$ cat config.mk
export PLATFORM = sky130hd
export DESIGN_NAME = step_delay_timer
export DESIGN_NICKNAME = d
export VERILOG_FILES = /design/src/rtl/step_delay_timer.sv
export SDC_FILE = /design/constraint.sdc
export NUM_CORES = 1
export LEC_CHECK = 0
export ABC_AREA = 0
export BUFFER_PORTS_ARGS = -buffer_cell sky130_fd_sc_hd__buf_2
export CORE_UTILIZATION = 43
export DETAILED_ROUTE_END_ITERATION = 16
export GPL_ROUTABILITY_DRIVEN = 1
export PLACE_DENSITY = 0.74
export RECOVER_POWER = 50
export SKIP_CTS_REPAIR_TIMING = 1
export SLEW_MARGIN = 20
export SYNTH_ARGS = -nofsm -noshare
export SYNTH_HDL_FRONTEND = slang
export SYNTH_SLANG_ARGS = --single-unit
$ cat constraint.sdc
create_clock -name clk -period 1.8 [get_ports clk]
set_input_delay 0.36 -clock clk [delete_from_list [all_inputs] [get_ports clk]]
set_output_delay 0.36 -clock clk [all_outputs]
set_load 0.01 [all_outputs]
$ cat src/rtl/step_delay_timer.sv
// step_delay_timer: prescaled step-period countdown answering the stepper FSM delay handshake
// Ports: clk, reset_n (async active-low); start_delay_counter arms/reloads from delay_value;
//        enable_delay_counter gates counting; delay_done holds high after expiry until the next start;
//        busy is high while ARMED or COUNT; remaining reports the time units still to elapse.
// Optional: define STEP_DELAY_TIMER_SCALE_EN to add delay_scale[1:0], which stretches the time unit
//           to PRESCALE << delay_scale cycles, latched on the start cycle.
module step_delay_timer #(
    parameter int PRESCALE   = 50000,
    parameter int PRESCALE_W = 16,
    parameter int VALUE_W    = 8
) (
    input  logic               clk,
    input  logic               reset_n,
    input  logic               start_delay_counter,
    input  logic               enable_delay_counter,
    input  logic [VALUE_W-1:0] delay_value,
`ifdef STEP_DELAY_TIMER_SCALE_EN
    input  logic [1:0]         delay_scale,
`endif
    output logic               delay_done,
    output logic               busy,
    output logic [VALUE_W-1:0] remaining
);
`ifdef STEP_DELAY_TIMER_SCALE_EN
    localparam int PW = PRESCALE_W + 3;
`else
    localparam int PW = PRESCALE_W;
`endif
    typedef enum logic [1:0] {IDLE, ARMED, COUNT, DONE} state_t;
    state_t             state_q, state_d;
    logic [PW-1:0]      pre_q, pre_d, last;
    logic [VALUE_W-1:0] rem_q, rem_d;
    logic               done_q, done_d, busy_q, busy_d;
`ifdef STEP_DELAY_TIMER_SCALE_EN
    logic [1:0]         scale_q, scale_d;
    assign last = (PW'(PRESCALE) << scale_q) - PW'(1);
`else
    assign last = PW'(PRESCALE - 1);
`endif
    always_comb begin
        state_d = state_q;
        pre_d   = pre_q;
        rem_d   = rem_q;
        done_d  = done_q;
`ifdef STEP_DELAY_TIMER_SCALE_EN
        scale_d = scale_q;
`endif
        if (start_delay_counter) begin
            state_d = ARMED;
            pre_d   = '0;
            rem_d   = delay_value;
            done_d  = 1'b0;
`ifdef STEP_DELAY_TIMER_SCALE_EN
            scale_d = delay_scale;
`endif
        end else if (enable_delay_counter && (state_q == ARMED || state_q == COUNT)) begin
            if (state_q == ARMED && rem_q == '0) begin
                // zero-length delay completes after a single enabled cycle
                done_d  = 1'b1;
                state_d = DONE;
            end else begin
                state_d = COUNT;
                if (pre_q == last) begin
                    pre_d = '0;
                    rem_d = rem_q - VALUE_W'(1);
                    if (rem_q == VALUE_W'(1)) begin
                        done_d  = 1'b1;
                        state_d = DONE;
                    end
                end else begin
                    pre_d = pre_q + PW'(1);
                end
            end
        end
        busy_d = (state_d == ARMED) || (state_d == COUNT);
    end
    always_ff @(posedge clk or negedge reset_n) begin
        if (!reset_n) begin
            state_q <= IDLE;
            pre_q   <= '0;
            rem_q   <= '0;
            done_q  <= 1'b0;
            busy_q  <= 1'b0;
`ifdef STEP_DELAY_TIMER_SCALE_EN
            scale_q <= 2'b00;
`endif
        end else begin
            state_q <= state_d;
            pre_q   <= pre_d;
            rem_q   <= rem_d;
            done_q  <= done_d;
            busy_q  <= busy_d;
`ifdef STEP_DELAY_TIMER_SCALE_EN
            scale_q <= scale_d;
`endif
        end
    end
    assign delay_done = done_q;
    assign busy       = busy_q;
    assign remaining  = rem_q;
endmodule

* After elaboration in Yosys (flattened, before gate mapping) *
Index checks and enable logic that the tools add are counted.

word-level totals
  bits in registers = 28
  input bits = 12
  output and inout port bits = 10
  logic and storage cells = 44

operators by class
  $add $sub $neg = 2
  equality and inequality tests = 7
  multiplexer cells = 18
  reductions and logical operators = 12

operators with widths
  operator                 count
  $mux W16                 4
  $mux W8                  4
  $add A16 B1 Y16 const B  1
  $eq A16 B16 Y1 const B   1
  $eq A8 B1 Y1 const B     1
  $logic_not A8 Y1         1
  $mux W1                  8
  $sub A8 B1 Y8 const B    1
  $reduce_and A3 Y1        2
  $reduce_bool A3 Y1       2
  $eq A2 B1 Y1 const B     2
  $eq A2 B2 Y1 const B     2
  $mux W2                  2
  $reduce_bool A2 Y1       2
  $logic_and A1 B1 Y1      2
  $logic_or A1 B1 Y1       2
  $ne A2 B2 Y1 const B     1
  $reduce_and A2 Y1        1

* Logic depth before layout (Yosys ltp) *
Gate-level depths: netlist of run 1.

  depth in word-level cells = 8
  gate-level depth with buffers = 7
  gate-level depth less buffers = 6

* Least setup slack after synthesis of run 1 *
Ideal clock, no wire load.

  path type = flip-flop to flip-flop
  from = register state_q[0]
  to = register busy_q, in the netlist busy
  library setup time = 0.126 ns
  arrival = 1.776 ns
  data required time = 1.674 ns
  path slack = -0.102 ns
  cell stages (with the launch flop) = 6
  buffers on the path = 0
  period minus slack after synthesis = 1.902 ns
  cells stage by stage = dfrtp_1 -> ha_1 -> and2b_1 -> nand2_1 -> or4_1 -> o32a_1

on the way
  longest elaborated chain between the ends = 7
  elaborated cells on any way between the ends = 11
  those cells by class = 4 x eq/ne; 3 x mux; 4 x reduce/logical

RTL lines
  element                                                    RTL line  RTL
  start, declared                                            30        state_t state_q, state_d;
  start signal, assigned                                     88        state_q <= state_d;
  $eq A2 B1 Y1 or $eq A2 B2 Y1 (tied branches)               56, 57
  $logic_and A1 B1 Y1 or $logic_or A1 B1 Y1 (tied branches)  57, 56
  $mux W1 or $logic_and A1 B1 Y1 (tied branches)             57, 56
  $mux W2 *                                                  56        end else if (enable_delay_counter && (state_q == ARMED || state_q == COUNT)) begin
  $mux W2 *                                                  48        if (start_delay_counter) begin
  $eq A2 B1 Y1 or $eq A2 B2 Y1 (tied branches)               75        busy_d = (state_d == ARMED) || (state_d == COUNT);
  $logic_or A1 B1 Y1 *                                       75
  net busy_d                                                 33        logic done_q, done_d, busy_q, busy_d;
  end signal, assigned                                       92        busy_q <= busy_d;
  end, declared                                              33

Mark *: on every way through the listed nets, which the timed path passes. The rest lies on a longest branch.
A chain may end at the register's enable or synchronous reset.

* Final worst setup path of run 1 *
  from = register state_q[1]
  to = register rem_q[7], in the netlist remaining[7]

on the way
  longest elaborated chain between the ends = 5
  elaborated cells on any way between the ends = 8
  those cells by class = 3 x eq/ne; 5 x reduce/logical

RTL lines
  element                                       RTL line  RTL
  $eq A2 B1 Y1 or $eq A2 B2 Y1 (tied branches)  56, 57
  $logic_or A1 B1 Y1                            56
  $logic_and A1 B1 Y1                           56
  $reduce_bool A2 Y1 (no source line)           n/a
  $reduce_and A3 Y1 (no source line) *          n/a
  end signal, assigned                          90        rem_q <= rem_d;
  end, declared                                 32        logic [VALUE_W-1:0] rem_q, rem_d;

Mark *: on every way between the ends. The rest lies on a longest branch, timed or not.

==> results.txt, run 1 <==
The deepest level of the CTS H-tree was 1; the count of buffers from port buffering was 21. The post-CTS clock slew at the launch and capture registers of the worst setup and hold paths was 0.11 ns; the minimum period implied by the final worst setup slack was 1.911 ns. The first routing iteration left 144 violations. Yosys attributes the largest share of cell area to dfrtp_1, a32o_1, ha_1. For the final worst setup slack, the log shows -0.1114 ns. The biggest area contributor in the post-synthesis netlist is dfrtp_1. The die span in y works out to 66.96 µm. In this run the mean area of a mapped cell was 9.352 µm². The total half-perimeter wirelength after legalization and detailed placement is 3553 µm. Leaving out fill and tap cells, the most frequent cells in the layout are buf_4, dfrtp_1, buf_2, nor2_1, nand2_1. Counting flops with an async set or reset pin after synthesis yields a share of 100.0%. Summing the areas of all xor and xnor instances in the mapped netlist gives 0.9655% of the synthesized area. The checks that failed: capacitance limit, slew limit, setup timing. Between clock sinks in the finished design, the worst skew comes to 0.01315 ns.

For the number of nets in the finished design, the log shows 273. The pin count of the biggest net entering global routing is 29, and the worst path arrival time is 2.13 ns. The first-pass GRT wire length was 8024 µm; the worst vdd rail ir drop was 0.4589 mV.

Buffers inserted during clock tree synthesis total 3. The run gives 38.62% as the part of the Yosys area used for sequential elements. The synthesized-area fraction occupied by and/or/nand/nor cells works out to 28.21%. By startpoint and endpoint, the worst setup path is classified as reg -> reg.

The endpoint kind of the worst setup timing path was a flip-flop. The peak clock frequency supported by timing is 523.2 MHz. Dividing the detail-routed via count by the number of cells gives 6.148.

Compared with the post-synthesis result, the final layout area differs by 37.93%. The run gives 24.14% as the total global-route track usage. The fraction of synthesized area in multiplexers was 0%; the count of max-cap constraint violations was 1. Measured against its own limit, the worst slew margin works out to -5.967%. The number of standard-cell rows in the floorplan is 23, and the transition at the pin with the smallest max-transition slack is 1.590 ns.

Traced cell by cell, the critical path runs through inv_2, ha_4, nor4b_4, o211a_1, or4b_1, a31oi_1. The run gives 2 as the maximum buffer depth of the clock tree. Post-route DRC violation count: 0.

After synthesis, the largest family of logic cells by area is simple AND/OR/NAND/NOR gates. The core footprint is 0.004029 mm², and the longest individual stage delay on the worst path is 0.44 ns. The post-route non-filler standard cell count was 305; the number of ports placed on the die boundary was 22. The tools report the iteration count of the initial detailed-routing pass as 4. The number of antenna cells inserted was 0.

Yosys printed 0 warnings. When the netlist entered floorplanning its net count stood at 211. Fraction of the mapped netlist area in adder cells: 3.448%. The kind of cell with the highest combined delay along the critical path is simple AND/OR/NAND/NOR gates. Synthesis produced 194 cells. The fraction of synthesized cell area taken by the top area cell type came out at 38.62%.

Summing the areas of all compound-gate instances in the mapped netlist gives 22.90% of the synthesized area. The worst path buffer plus inverter count was 1. The flow ran to the end, but the final reports show violations. For this design, the sink count on the clock tree is 28.

Summed over all layers, the global routing overflow is 0. Die width: 66.96 µm. Number of global-route vias before repair: 1721. The tree is rooted in a clkbuf_8. The fraction of final layout cells with drive strength greater than 1 is 41.18%. The layout has 338 filler cells. Most common cell after layout, fill and taps aside: buf_4. The distinct cell type count of the synthesized netlist is 50. The total leakage power came out at 1.067 nW. Summing every instance area after synthesis gives 0.001814 mm². The final number of max-transition violations came out at 29. The post-detailed-route count of antenna-violating nets was 0; the largest fanout on the critical path was 3. For the required time at the worst-slack endpoint, the log shows 2.01 ns. The tightest min-delay check is of the in -> reg type. Setup repair after global routing could not meet its margin everywhere. TritonCTS built the clock tree. Among all flip-flop cells after synthesis, the most frequent one is dfrtp_1. The run gives 0 as the number of endpoints with negative hold slack in the final report. The power density relative to cell area is 649.8 mW/mm², and the average wire per standard cell is 17.29 µm. Number of synthesized flops with an enable pin: 0.

On the critical path, the stage with the largest delay is an instance of or4b_1. The tools report the initial antenna violation count as 0. At the end of routability-driven placement, the weighted congestion stood at 0.8543. The initial utilization of the core area, before any placement, comes to 45.03%.

The setup-violating endpoint count in the final report was 7; the via total after detailed routing was 1875. The number of placed instances, taps included, is 297. The floorplan step defined a die boundary enclosing 0.004483 mm². The synthesized design contains 28 register bits.

The final critical path takes up 106.2% of the cycle. Before CTS, the worst setup slack after placement is -0.08760 ns. The routed wire length is 5273 µm, and the insertion delay to the later sink of the worst-skew pair is 0.29 ns. STA classifies the critical path startpoint as a flip-flop.
## report_power, final
part | internal [W] | switching (W)
logic | 0.000206 | 0.000220
clock network | 0.000298 | 0.000217
registers | 0.000659 | 0.0000255
total | 0.00116 | 0.000462
## area by class of cell
cell class	count	area (µm²)	area share, %
Multi-Input combinational cell	145	1129	45.10
Timing Repair Buffer	69	503.0	20.10
Sequential cell	28	703.2	28.10
Clock inverter	1	30.03	1.200
Inverter	9	33.78	1.350
Tap cell	50	62.56	2.500
Clock buffer	3	41.29	1.650
## path summary, 6_finish.rpt
check	startpoint	end	slack [ns]	cells past startpoint
max in group asynchronous	reset_n	pre_q[4]$_DFFE_PN0P_	0.30	1
max reg2reg	state_q[1]$_DFF_PN0_	remaining[7]$_DFFE_PN0P_	-0.11	6
min	delay_value[1]	remaining[1]$_DFFE_PN0P_	0.29	3
min in group asynchronous	reset_n	busy$_DFF_PN0_	0.45	1
min reg2reg	delay_done$_DFFE_PN0P_	delay_done$_DFFE_PN0P_	0.51	1
max	state_q[1]$_DFF_PN0_	remaining[7]$_DFFE_PN0P_	-0.11	6
## registers in the layout (all words and copies together), names as in the netlist
signal      flops
busy            1
delay_done      1
pre_q          16
remaining       8
state_q         2
## cell families after synthesis
family | after synthesis
flip-flops | 28
AND/OR/NAND/NOR | 83
AO/OA/AOI/OAI | 55
XOR/XNOR | 2
buffers and inverters | 21
adder cells (fa/ha/maj) | 5
## worst min-delay path, stage by stage
cell,delay [ns]
buf_2,0.08
nand2_1,0.06
o31ai_2,0.05
## Yosys cell counts, types with 3 or more instances
| master | count |
|---|---|
| nor3_1 | 8 |
| nand2_1 | 13 |
| nor4_1 | 5 |
| or4_1 | 6 |
| ha_1 | 5 |
| a31oi_1 | 6 |
| clkbuf_1 | 5 |
| nor2_1 | 14 |
| dfrtp_1 | 28 |
| or3_1 | 3 |
| nand4_1 | 3 |
| o21ai_0 | 8 |
| buf_6 | 3 |
| inv_1 | 9 |
| a32o_1 | 7 |
| and3_1 | 3 |
| a21oi_1 | 9 |
| o31ai_1 | 5 |
| buf_2 | 4 |
| nand3_1 | 8 |
## routing by layer
metal,wire length [µm],track usage [%]
met1,2282,31.95
met2,2697,41.16
met3,264,3.082
met4,28,6.117
met5,0,0
## stage by stage
step	setup TNS [ns]	power (W)	hold WS, ns	area (µm²)	util, %
after floorplan	-0.04778	0.0008764	0.06441	1824	-
after global placement	-0.3564	0.001037	0.4193	2262	56.15
after detailed placement	-0.8927	0.001047	0.4254	2262	56.15
after CTS	-1.456	0.001557	0.1091	2333	57.92
after global routing	-0.9584	0.001689	0.3060	2502	62.11
final	-0.3999	0.001626	0.2912	2502	62.11
(Power assumes the default switching activity.)
==> run 2, diff against run 1 <==
==> constraint.sdc (replaced) <==
create_clock -name clk -period 1.8 [get_ports clk]
set_input_delay 0.36 -clock clk [delete_from_list [all_inputs] [get_ports clk]]
set_output_delay 0.36 -clock clk [all_outputs]
set_load 0.005 [all_outputs]
==> results.txt, run 2 (same netlist as run 1, synthesis figures left out) <==
The switching power share of the total works out to 30.54% (+2.1 points). The TritonCTS buffer count was 3 (unchanged). The pin count of the biggest net entering global routing came out at 29 (unchanged). In the layout the commonest cells are buf_4, dfrtp_1, buf_2, nor2_1, nand2_1.

The logs give 0.004029 mm² (unchanged) for the core footprint and 29 (unchanged) for the final number of max-transition violations. The count of buffers from port buffering was 21 (unchanged); the sequential cell area in the final layout was 700.7 µm² (-0.36%). The total grt overflow is 0 (unchanged).

The tools report the number of standard-cell rows in the floorplan as 23 (unchanged). The worst vdd rail ir drop was 0.4049 mV (-12%). Iteration count of the initial detailed-routing pass: 4 (unchanged).

The die width is 66.96 µm (unchanged). Cell family contributing the most delay on the critical path: simple AND/OR/NAND/NOR gates. The path depth of the worst reg2reg path was 6 (unchanged); the number of antenna cells inserted was 0 (unchanged). Share of the cycle needed by the critical path after routing: 109.0% (+2.8 points). The via total after detailed routing came out at 1935 (+3.2%).

The launching instance or port of the critical path is state_q[1]$_DFF_PN0_. Insertion delay to the later sink of the worst-skew pair: 0.28 ns (about the same). The final instance area came out at 0.002554 mm² (+2.1%). The tools report the first-pass GRT wire length as 8300 µm (+3.4%). Transition at the pin with the smallest max-transition slack: 1.559 ns (-0.03059 ns).

The worst setup slack for register-to-register paths was -0.16 ns (-0.05 ns); the net switching power was 0.0004580 W (-0.94%). The type of the tightest min-delay check was in -> reg. The die span in y is 66.96 µm (unchanged). The power density relative to cell area works out to 587.3 mW/mm² (-9.6%). The number of flip-flops under the largest register name was 16 (unchanged). The run gives -0.1626 ns (-0.05113 ns) as the final worst setup slack. The worst register-to-register path ends at remaining[7]$_DFFE_PN0P_. The deepest level of the CTS H-tree was 1 (unchanged). The run gives 0 (unchanged) as the post-route DRC violation count. The number of global-route vias before repair came out at 1809 (+5.1%).

Weighted congestion at the end of routability-driven global placement: 0.8861 (+3.7%). The run gives -3.928% (+2.0 points) as the relative slew slack. The critical path capture point was remaining[7]$_DFFE_PN0P_. Walking the worst path, the cells encountered are inv_2, ha_4, nor4b_4, o211a_1, or4b_1, a31oi_1. The run gives 0 (unchanged) as the initial antenna violation count.

The vias per cell came out at 6.242 (+1.5%). Register with the most flip-flops: pre_q. Number of fillers in the final layout: 318 (-5.9%). The most common cell after layout, fill and taps aside is buf_4. The largest fanout on the critical path is 3 (unchanged). The endpoint kind of the worst setup timing path was a flip-flop. TritonCTS built the clock tree. The peak clock frequency supported by timing came out at 509.5 MHz (-2.6%).

The run finished, with violations left. The layout-stage area growth over the synthesis result came out at 40.76%. Category of the worst setup path launch point: a flip-flop. The number of nets in the finished design was 279 (+2.2%).

The share of power burned in combinational logic is 30.6% (+4.4 points). The number of cells on the critical path is 6 (unchanged), and the effective utilization at floorplan is 45.03% (unchanged). The critical setup path kind is reg -> reg. The setup-violating endpoint count in the final report is 14 (+7). Total half-perimeter wirelength after legalization and detailed placement: 3630 µm (+2.2%).

The final reports fail on capacitance limit, slew limit, setup timing. The tools report the register share of total power as 45.6% (+3.5 points). The routed wire length was 5615 µm (+6.5%). The number of endpoints with negative hold slack in the final report is 0 (unchanged), and the number of ports placed on the die boundary is 22 (unchanged). The multi-input gate area in the final layout is 0.001160 mm² (+2.8%), and the count of max-cap constraint violations is 1 (unchanged).

The startpoint identified for the worst register-to-register timing path is state_q[1]$_DFF_PN0_. The worst path buffer plus inverter count came out at 1 (unchanged). The longest individual stage delay on the worst path is 0.46 ns (+0.02 ns), and the area enclosed by the die boundary is 0.004483 mm² (unchanged). The average wire per standard cell was 18.11 µm (+4.8%). The logs give 63.39% (+1.3 points) for the post-route core utilization and 24.99% (+0.85 points) for the total global-route track usage. The minimum period implied by the final worst setup slack works out to 1.963 ns (+0.05113 ns).

The tools report the post-route setup TNS as -0.9334 ns (-0.5335 ns). The total leakage power is 1.086 nW (+1.8%). The iteration-0 DRC count of the detailed router is 124 (-14%).

The required time at the worst-slack endpoint is 2.02 ns (about the same). The maximum buffer depth of the clock tree is 2 (unchanged). For the number of clock sinks, the log shows 28 (unchanged). For this design, the slowest cell found on the critical path is or4b_1. The logs give 23.8% (-7.9 points) for the portion of total power attributed to the clock network and 2.18 ns (+0.05 ns) for the worst path arrival time. The tools report the worst clock skew as 0.007311 ns (-0.005838 ns).

The worst hold slack was 0.2822 ns (-0.008970 ns); the design internal power was 0.001042 W (-10%). The fraction of final layout cells with drive strength greater than 1 is 44.62% (+3.4 points), and the post-detailed-route count of antenna-violating nets is 0 (unchanged). The standard cell area after detailed placement came out at 0.002263 mm² (about the same). Setup repair after global routing could not meet its margin everywhere. Post-CTS clock slew at the launch and capture registers of the worst setup and hold paths: 0.10 ns (about the same).

The tools report the buffer type at the clock tree root as clkbuf_8.
==> run 2: cell types whose count changed in the layout (fill, tap and decap cells not counted), sizes merged <==
cell and delta:
buf +6, bufinv -1
==> run 2: per-stage QoR <==
stage	power, W	setup WS, ns	cells
final	0.001500	-0.1626	310
after global routing	0.001563	-0.2131	310
after CTS	0.001374	-0.1673	303
after detailed placement	0.001026	-0.1436	300
after global placement	0.001018	-0.06431	300
after floorplan	0.0008652	-0.02468	194
==> run 2: layout make-up <==
class,instances,area share (%)
Inverter,9,1.323
Multi-Input combinational cell,145,45.42
Tap cell,50,2.450
Clock buffer,3,1.617
Timing Repair Buffer,75,21.75
Sequential cell,28,27.44
==> run 2: worst register-to-register path: cells and delay by family, from the launching register on <==
family / cells / cell delay, ns
AND/OR/NAND/NOR: 2 / 0.75
AO/OA/AOI/OAI: 2 / 0.43
flip-flops: 1 / 0.41
adder cells (fa/ha/maj): 1 / 0.21
buffers and inverters: 1 / 0.09
==> run 2: worst min-delay path by stage <==
stage              startpoint                       end  cells past startpoint
2_1_floorplan         reset_n            busy$_DFF_PN0_                      0
6_report       delay_value[1]  remaining[1]$_DFFE_PN0P_                      3
3_3_place_gp          reset_n    delay_done$_DFFE_PN0P_                      1
3_5_place_dp          reset_n            busy$_DFF_PN0_                      1
5_1_grt        delay_value[3]  remaining[3]$_DFFE_PN0P_                      2
4_1_cts               reset_n            busy$_DFF_PN0_                      1
==> run 2: per-layer routing <==
layer  vias up  GRT usage (%)  share of wire [%]
met5         -              0                  0
met4         0          12.77                4.6
met3        24          2.568                6.0
met2        93          44.07                 51
met1       933          29.65                 39
li1        885              -                  -
==> run 2: power by group through the flow <==
stage	combinational (W)	sequential (W)	clock [W]
finish	0.000458	0.000684	0.000358
global route	0.000492	0.000687	0.000385
CTS	0.000337	0.000678	0.000359
detailed placement	0.000336	0.000690	0
global placement	0.000329	0.000689	0
floorplan	0.000164	0.000701	0
